$ cat src/rtl/ps2_pkg.sv
// ps2_pkg: PS/2 state encodings, keyboard command/response codes and frame builder.
// Shared between the host transmitter and the zxkbd receiver.
package ps2_pkg;

   localparam logic [2:0] ST_IDLE     = 3'd0;
   localparam logic [2:0] ST_INHIBIT  = 3'd1;
   localparam logic [2:0] ST_REQ      = 3'd2;
   localparam logic [2:0] ST_SHIFT    = 3'd3;
   localparam logic [2:0] ST_ACK      = 3'd4;
   localparam logic [2:0] ST_WAITIDLE = 3'd5;

   localparam logic [7:0] CMD_SET_LED = 8'hED;
   localparam logic [7:0] CMD_RESET   = 8'hFF;
   localparam logic [7:0] CMD_ENABLE  = 8'hF4;

   localparam logic [7:0] RSP_ACK    = 8'hFA;
   localparam logic [7:0] RSP_RESEND = 8'hFE;

   localparam int LED_SCROLL = 0;
   localparam int LED_NUM    = 1;
   localparam int LED_CAPS   = 2;

   // {stop, odd parity, data}; shifted out LSB first
   function automatic logic [9:0] ps2_frame(input logic [7:0] d);
      return {1'b1, ~^d, d};
   endfunction

endpackage

$ cat src/rtl/ps2_line_filter.sv
// ps2_line_filter: 2-FF synchroniser plus glitch filter for a PS/2 line.
// level changes only after FILTER_LEN consecutive differing samples; fall pulses on 1->0.
module ps2_line_filter #(
   parameter int FILTER_LEN = 4
) (
   input  logic clk,
   input  logic reset,
   input  logic line_i,
   output logic level,
   output logic fall
);

   localparam int CW = $clog2(FILTER_LEN + 1);

   logic [1:0]    sync_q, sync_d;
   logic [CW-1:0] run_q, run_d;
   logic          level_q, level_d;
   logic          fall_q, fall_d;
   logic          diff, flip;

   always_comb begin
      sync_d  = {sync_q[0], line_i};
      diff    = sync_q[1] != level_q;
      flip    = diff && run_q == CW'(FILTER_LEN - 1);
      run_d   = (diff && !flip) ? run_q + 1'b1 : '0;
      level_d = flip ? sync_q[1] : level_q;
      fall_d  = flip && level_q;
   end

   always_ff @(posedge clk or posedge reset) begin
      if (reset) begin
         sync_q  <= 2'b11;
         run_q   <= '0;
         level_q <= 1'b1;
         fall_q  <= 1'b0;
      end else begin
         sync_q  <= sync_d;
         run_q   <= run_d;
         level_q <= level_d;
         fall_q  <= fall_d;
      end
   end

   assign level = level_q;
   assign fall  = fall_q;

endmodule

$ cat src/rtl/ps2_host_tx.sv
// ps2_host_tx: host-to-device PS/2 command transmitter on the shared open-collector lines.
// Holds rx_inhibit while it owns the bus so the receiver ignores the outgoing frame.
module ps2_host_tx
   import ps2_pkg::*;
#(
   parameter int INHIBIT_CYCLES = 1400,
   parameter int TIMEOUT_CYCLES = 210000,
   parameter int FILTER_LEN     = 4
) (
   input  logic       clk,
   input  logic       reset,
   input  logic [7:0] tx_data,
   input  logic       tx_start,
   output logic       tx_busy,
   output logic       tx_done,
   output logic       tx_error,
   output logic       rx_inhibit,
   input  logic       ps2_clk_i,
   input  logic       ps2_data_i,
   output logic       ps2_clk_oe,
   output logic       ps2_data_oe
);

   localparam int CW = 18;
   localparam logic [CW-1:0] INH_LD = CW'(INHIBIT_CYCLES - 1);
   localparam logic [CW-1:0] TMO_LD = CW'(TIMEOUT_CYCLES - 1);

   logic [2:0]    state_q, state_d;
   logic [CW-1:0] cnt_q, cnt_d;
   logic [3:0]    bit_q, bit_d, bit_n;
   logic [9:0]    frame_q, frame_d;
   logic [1:0]    dsync_q, dsync_d;
   logic          clk_oe_q, clk_oe_d, data_oe_q, data_oe_d;
   logic          done_q, done_d, error_q, error_d;
   logic          clk_lvl, clk_fall, data_s, expired;

   ps2_line_filter #(.FILTER_LEN(FILTER_LEN)) u_clk_flt (
      .clk    (clk),
      .reset  (reset),
      .line_i (ps2_clk_i),
      .level  (clk_lvl),
      .fall   (clk_fall)
   );

   assign data_s  = dsync_q[1];
   assign expired = cnt_q == '0;
   // busy spans the done/error pulse so a start in that cycle is dropped
   assign tx_busy = state_q != ST_IDLE || done_q || error_q;

   always_comb begin
      state_d   = state_q;
      cnt_d     = cnt_q;
      bit_d     = bit_q;
      frame_d   = frame_q;
      clk_oe_d  = clk_oe_q;
      data_oe_d = data_oe_q;
      done_d    = 1'b0;
      error_d   = 1'b0;
      dsync_d   = {dsync_q[0], ps2_data_i};
      bit_n     = bit_q + 4'd1;
      case (state_q)
         ST_IDLE: if (tx_start && !tx_busy) begin
            state_d  = ST_INHIBIT;
            frame_d  = ps2_frame(tx_data);
            cnt_d    = INH_LD;
            clk_oe_d = 1'b1;
         end
         ST_INHIBIT: if (expired) begin
            state_d   = ST_REQ;
            cnt_d     = TMO_LD;
            clk_oe_d  = 1'b0;
            data_oe_d = 1'b1;
         end else cnt_d = cnt_q - 1'b1;
         default: if (expired) begin
            state_d   = ST_IDLE;
            error_d   = 1'b1;
            clk_oe_d  = 1'b0;
            data_oe_d = 1'b0;
         end else begin
            cnt_d = cnt_q - 1'b1;
            case (state_q)
               ST_REQ: if (clk_fall) begin
                  state_d   = ST_SHIFT;
                  bit_d     = 4'd0;
                  data_oe_d = ~frame_q[0];
                  cnt_d     = TMO_LD;
               end
               ST_SHIFT: if (clk_fall) begin
                  bit_d     = bit_n;
                  data_oe_d = ~frame_q[bit_n];
                  cnt_d     = TMO_LD;
                  state_d   = (bit_n == 4'd9) ? ST_ACK : ST_SHIFT;
               end
               ST_ACK: if (clk_fall) begin
                  cnt_d   = TMO_LD;
                  error_d = data_s;
                  state_d = data_s ? ST_IDLE : ST_WAITIDLE;
               end
               ST_WAITIDLE: if (clk_lvl && data_s) begin
                  done_d  = 1'b1;
                  state_d = ST_IDLE;
               end
               default: state_d = ST_IDLE;
            endcase
         end
      endcase
   end

   always_ff @(posedge clk or posedge reset) begin
      if (reset) begin
         state_q   <= ST_IDLE;
         cnt_q     <= '0;
         bit_q     <= '0;
         frame_q   <= '0;
         dsync_q   <= 2'b11;
         clk_oe_q  <= 1'b0;
         data_oe_q <= 1'b0;
         done_q    <= 1'b0;
         error_q   <= 1'b0;
      end else begin
         state_q   <= state_d;
         cnt_q     <= cnt_d;
         bit_q     <= bit_d;
         frame_q   <= frame_d;
         dsync_q   <= dsync_d;
         clk_oe_q  <= clk_oe_d;
         data_oe_q <= data_oe_d;
         done_q    <= done_d;
         error_q   <= error_d;
      end
   end

   assign tx_done     = done_q;
   assign tx_error    = error_q;
   assign rx_inhibit  = tx_busy;
   assign ps2_clk_oe  = clk_oe_q;
   assign ps2_data_oe = data_oe_q;

endmodule

$ cat config.mk
export PLATFORM = sky130hd
export DESIGN_NAME = ps2_host_tx
export DESIGN_NICKNAME = d
export VERILOG_FILES = /design/src/rtl/ps2_pkg.sv /design/src/rtl/ps2_line_filter.sv /design/src/rtl/ps2_host_tx.sv
export SDC_FILE = /design/constraint.sdc
export NUM_CORES = 1
export LEC_CHECK = 0
export CORE_ASPECT_RATIO = 0.8
export CORE_MARGIN = 3
export CORE_UTILIZATION = 59
export CTS_CLUSTER_DIAMETER = 30
export CTS_CLUSTER_SIZE = 28
export DETAILED_ROUTE_END_ITERATION = 6
export PLACE_DENSITY = 0.89
export SETUP_SLACK_MARGIN = 0.3
export SYNTH_ARGS = -nofsm -noshare
export SYNTH_HDL_FRONTEND = slang
export SYNTH_SLANG_ARGS = --single-unit
$ cat constraint.sdc
create_clock -name clk -period 2.9 [get_ports clk]
set_clock_uncertainty 0.2 [all_clocks]
set_input_delay 0.58 -clock clk [delete_from_list [all_inputs] [get_ports clk]]
set_output_delay 0.58 -clock clk [all_outputs]
set_load 0.02 [all_outputs]
==> flow_summary_export.csv <==
group,metric,value,unit
cts,cts_buffers,5,
synth,synth.net_count,322,
critical_path,crit_type,"flip-flop to primary output",
synth,synth_cells,303,
drt,avgRoutedWirePerCell,16.2,um
synth,ys_ff_latch,48,
critical_path,arrival,1750,ps
timing,maxSlewHeadroom,61.5,%
synth,async_reset_ff_share,100,%
critical_path,end_kind,"primary output",
die,die_h,67.6,um
synth,synth_cell_type_count,65,
cts,ctsHoldBuffers,0,
timing,slew_violations,0,
timing,period_needed,2530,ps
placement,io_buffers,18,
timing,max_freq,395,MHz
die,core_area,0.00436,mm^2
pwr,p_sw_share,36.8,%
synth,synth_edf_count,0,
critical_path,crit_fanout,8,
critical_path,start_kind,"flip-flop",
drt,drc,0,
pwr,power,2.27,mW
pwr,p_leak,1.35,nW
timing,timing.final.ws_setup,368,ps
cts,cts_root_buffer,"clkbuf_8",
cts,tritoncts,"built",
critical_path,critPathRequiredTime,2120,ps
cts,clkSinkCount,48,
timing,finalHoldViolations,0,
finish,final_util,73.9,%
min_path,hold_depth,0,
pwr,share_comb_of_total_power,36.7,%
global_routing,grtUsageTotal,24.2,%
die,start_util,64.2,%
timing,tns,0,ps
pwr,pwr-share-clk,20.8,%
critical_path,r2r_cells,7,
synth,netlist_area,0.00280,mm^2
pwr,p_sw,834,uW
status,status,"completed",
drt,via_count,2425,
finish,fin_nets,349,
pwr,p_int,1.43,mW
synth,yosysWarnings,0,
finish,area_growth,15.1,%
critical_path,crit_start,"state_q[1]$_DFFE_PP0P_",
timing,worstMarginPinSlew,576,ps
die,rows,21,
cts,htreeDepth,2,
synth,yosysSeqAreaShare,43.1,%
placement,gp_congestion,0.899,
run,max_cap_viol_count,0,
finish,drive_gt1_share,15.1,%
synth,synth_ff_type,"dfrtp_1",
global_routing,grt_overflow_total,0,
min_path,hp-start,"u_clk_flt.sync_q[0]$_DFF_PP1_",
global_routing,grt_pass1_wl,10800,um
placement,dpl.hpwl,4500,um
pwr,seq_power_share,42.5,%
pwr,powerDensity,704,mW/mm^2
timing,setup_viol,0,
drt,first_pass_iters,5,
timing,finalCritPeriodShare,87.3,%
min_path,holdPathEnd,"u_clk_flt.sync_q[1]$_DFF_PP1_",
global_routing,grt_pass1_vias,2303,
pwr,vdd_drop_max,0.417,mV
synth,avgSynthCellArea,9.24,um^2
placement,dp_slack,173,ps
die,dieArea,0.00561,mm^2
global_routing,grt_max_degree,26,
die,die_x,83.0,um
drt,finalWirelength,6280,um
critical_path,r2r_slack,500,ps
die,ios,19,
cts,clk_pin_slew,90,ps
finish,diodes,0,
global_routing,antenna_found_initial,0,
min_path,hp-class,"flip-flop to flip-flop",
finish,fillers,318,
critical_path,reg2reg_to,"cnt_q[5]$_DFFE_PP0P_",
cts,cts.path.max_buffers,2,
cts,insertion_delay,300,ps
drt,drt_iter0_drc,355,
critical_path,r2r-start,"cnt_q[9]$_DFFE_PP0P_",
drt,via_per_inst,6.25,
drt,drtAntennaViolNets,0,
timing,rsz0062_at_grt,"false",
-- metal layers --
layer	global-route usage (%)	up-vias	wire [um]
met5	0	-	0
met4	6.94	0	102
met3	5.98	14	577
met2	38.6	137	2820
met1	33.1	1143	2770
li1	-	1131	-
-- worst max path at each step --
stage / to / slack, ps / cells past startpoint
floorplan: tx_busy / 500 / 5
global placement: cnt_q[6]$_DFFE_PP0P_ / 210 / 6
detailed placement: cnt_q[6]$_DFFE_PP0P_ / 170 / 6
CTS: rx_inhibit / 340 / 3
global route: rx_inhibit / 300 / 3
finish: rx_inhibit / 370 / 3
-- critical path, stage by stage (launching register included) --
cell and delay (ps):
dfrtp_2 460, or3_1 340, or3_1 330, dlygate4sd2_1 330
-- state kept, by name (all words and copies together), names as in the netlist --
register,cells
frame_q,10
dsync_q,2
cnt_q,18
u_clk_flt.run_q,3
u_clk_flt.level,1
u_clk_flt.sync_q,2
u_clk_flt.fall,1
ps2_data_oe,1
bit_q,4
state_q,3
ps2_clk_oe,1
tx_done,1
tx_error,1
-- layout make-up --
cell class | count | area [um^2] | area share (%)
Tap cell | 57 | 71.3 | 2.21
Multi-Input combinational cell | 232 | 1490 | 46.2
Timing Repair Buffer | 35 | 318 | 9.86
Clock buffer | 6 | 72.6 | 2.25
Inverter | 8 | 30.0 | 0.932
Clock inverter | 2 | 35.0 | 1.09
Sequential cell | 48 | 1210 | 37.5
-- metrics by stage --
| stage | cells | cell area, um^2 | hold WS (ps) |
|---|---|---|---|
| finish | 388 | 3220 | 164 |
| global route | 388 | 3220 | 171 |
| CTS | 385 | 3200 | 167 |
| detailed placement | 377 | 3090 | 155 |
| global placement | 377 | 3090 | 148 |
| floorplan | 303 | 2800 | 145 |
-- power by group through the flow --
stage / clock network (mW) / registers (mW) / logic (mW)
after floorplan: 0 / 0.933 / 0.613
after global placement: 0 / 0.961 / 0.802
after detailed placement: 0 / 0.974 / 0.829
after CTS: 0.483 / 0.961 / 0.822
after global routing: 0.512 / 0.987 / 0.929
final: 0.472 / 0.964 / 0.831
-- placed cells by master, fill, tap and decap left out, types with 3 or more instances in the layout --
cell              n
o22a_1            3
inv_1             7
ha_1              6
dfstp_2           5
and2_1            4
nand2_2           3
a21oi_1          15
nor3b_1           3
nand3b_1          3
buf_4            16
a31oi_1           5
clkdlybuf4s50_1  16
or3_1             3
xnor2_1           9
nand3_1           9
dfrtp_1          42
xor2_1            7
nor2_1           32
o21ai_0          17
o41ai_1           3
o21a_1            4
nand2_1          44
nor3_1            9
nand2b_1          4
nor2b_1           3
clkbuf_8          5
-- kinds of logic (layout without fill, tap and decap cells) --
kind of cell             count (synthesis)  count (layout)  share of synthesized area, %
AND/OR/NAND/NOR                        134             134                          24.6
AO/OA/AOI/OAI                           70              70                          17.7
flip-flops                              48              48                          43.1
buffers and inverters                   23              51                          3.84
XOR/XNOR                                16              16                          5.00
adder cells (fa/ha/maj)                  6               6                          2.68
multiplexers                             6               6                          3.13
-- timing repair --
| item | in CTS | in global routing |
|---|---|---|
| setup buffers | 0 | 3 |
| resized for setup | 3 | 1 |
| hold endpoints to repair | 0 | 0 |
| setup endpoints to repair | 2 | 3 |
-- synth_stat cells (all sizes together) (5+ instances only) --
library cell	count	area, um^2
nand2	47	181
dfrtp	43	1080
nor2	33	131
o21ai	19	98.8
a21oi	15	75.1
nor3	10	61.3
buf	9	55.0
nand3	9	45.0
xnor2	9	78.8
inv	8	30.0
xor2	7	61.3
clkbuf	6	22.5
ha	6	75.1
a31oi	5	31.3
dfstp	5	131
nor4	5	58.8
No activity file was read; power rests on OpenSTA's default activity.
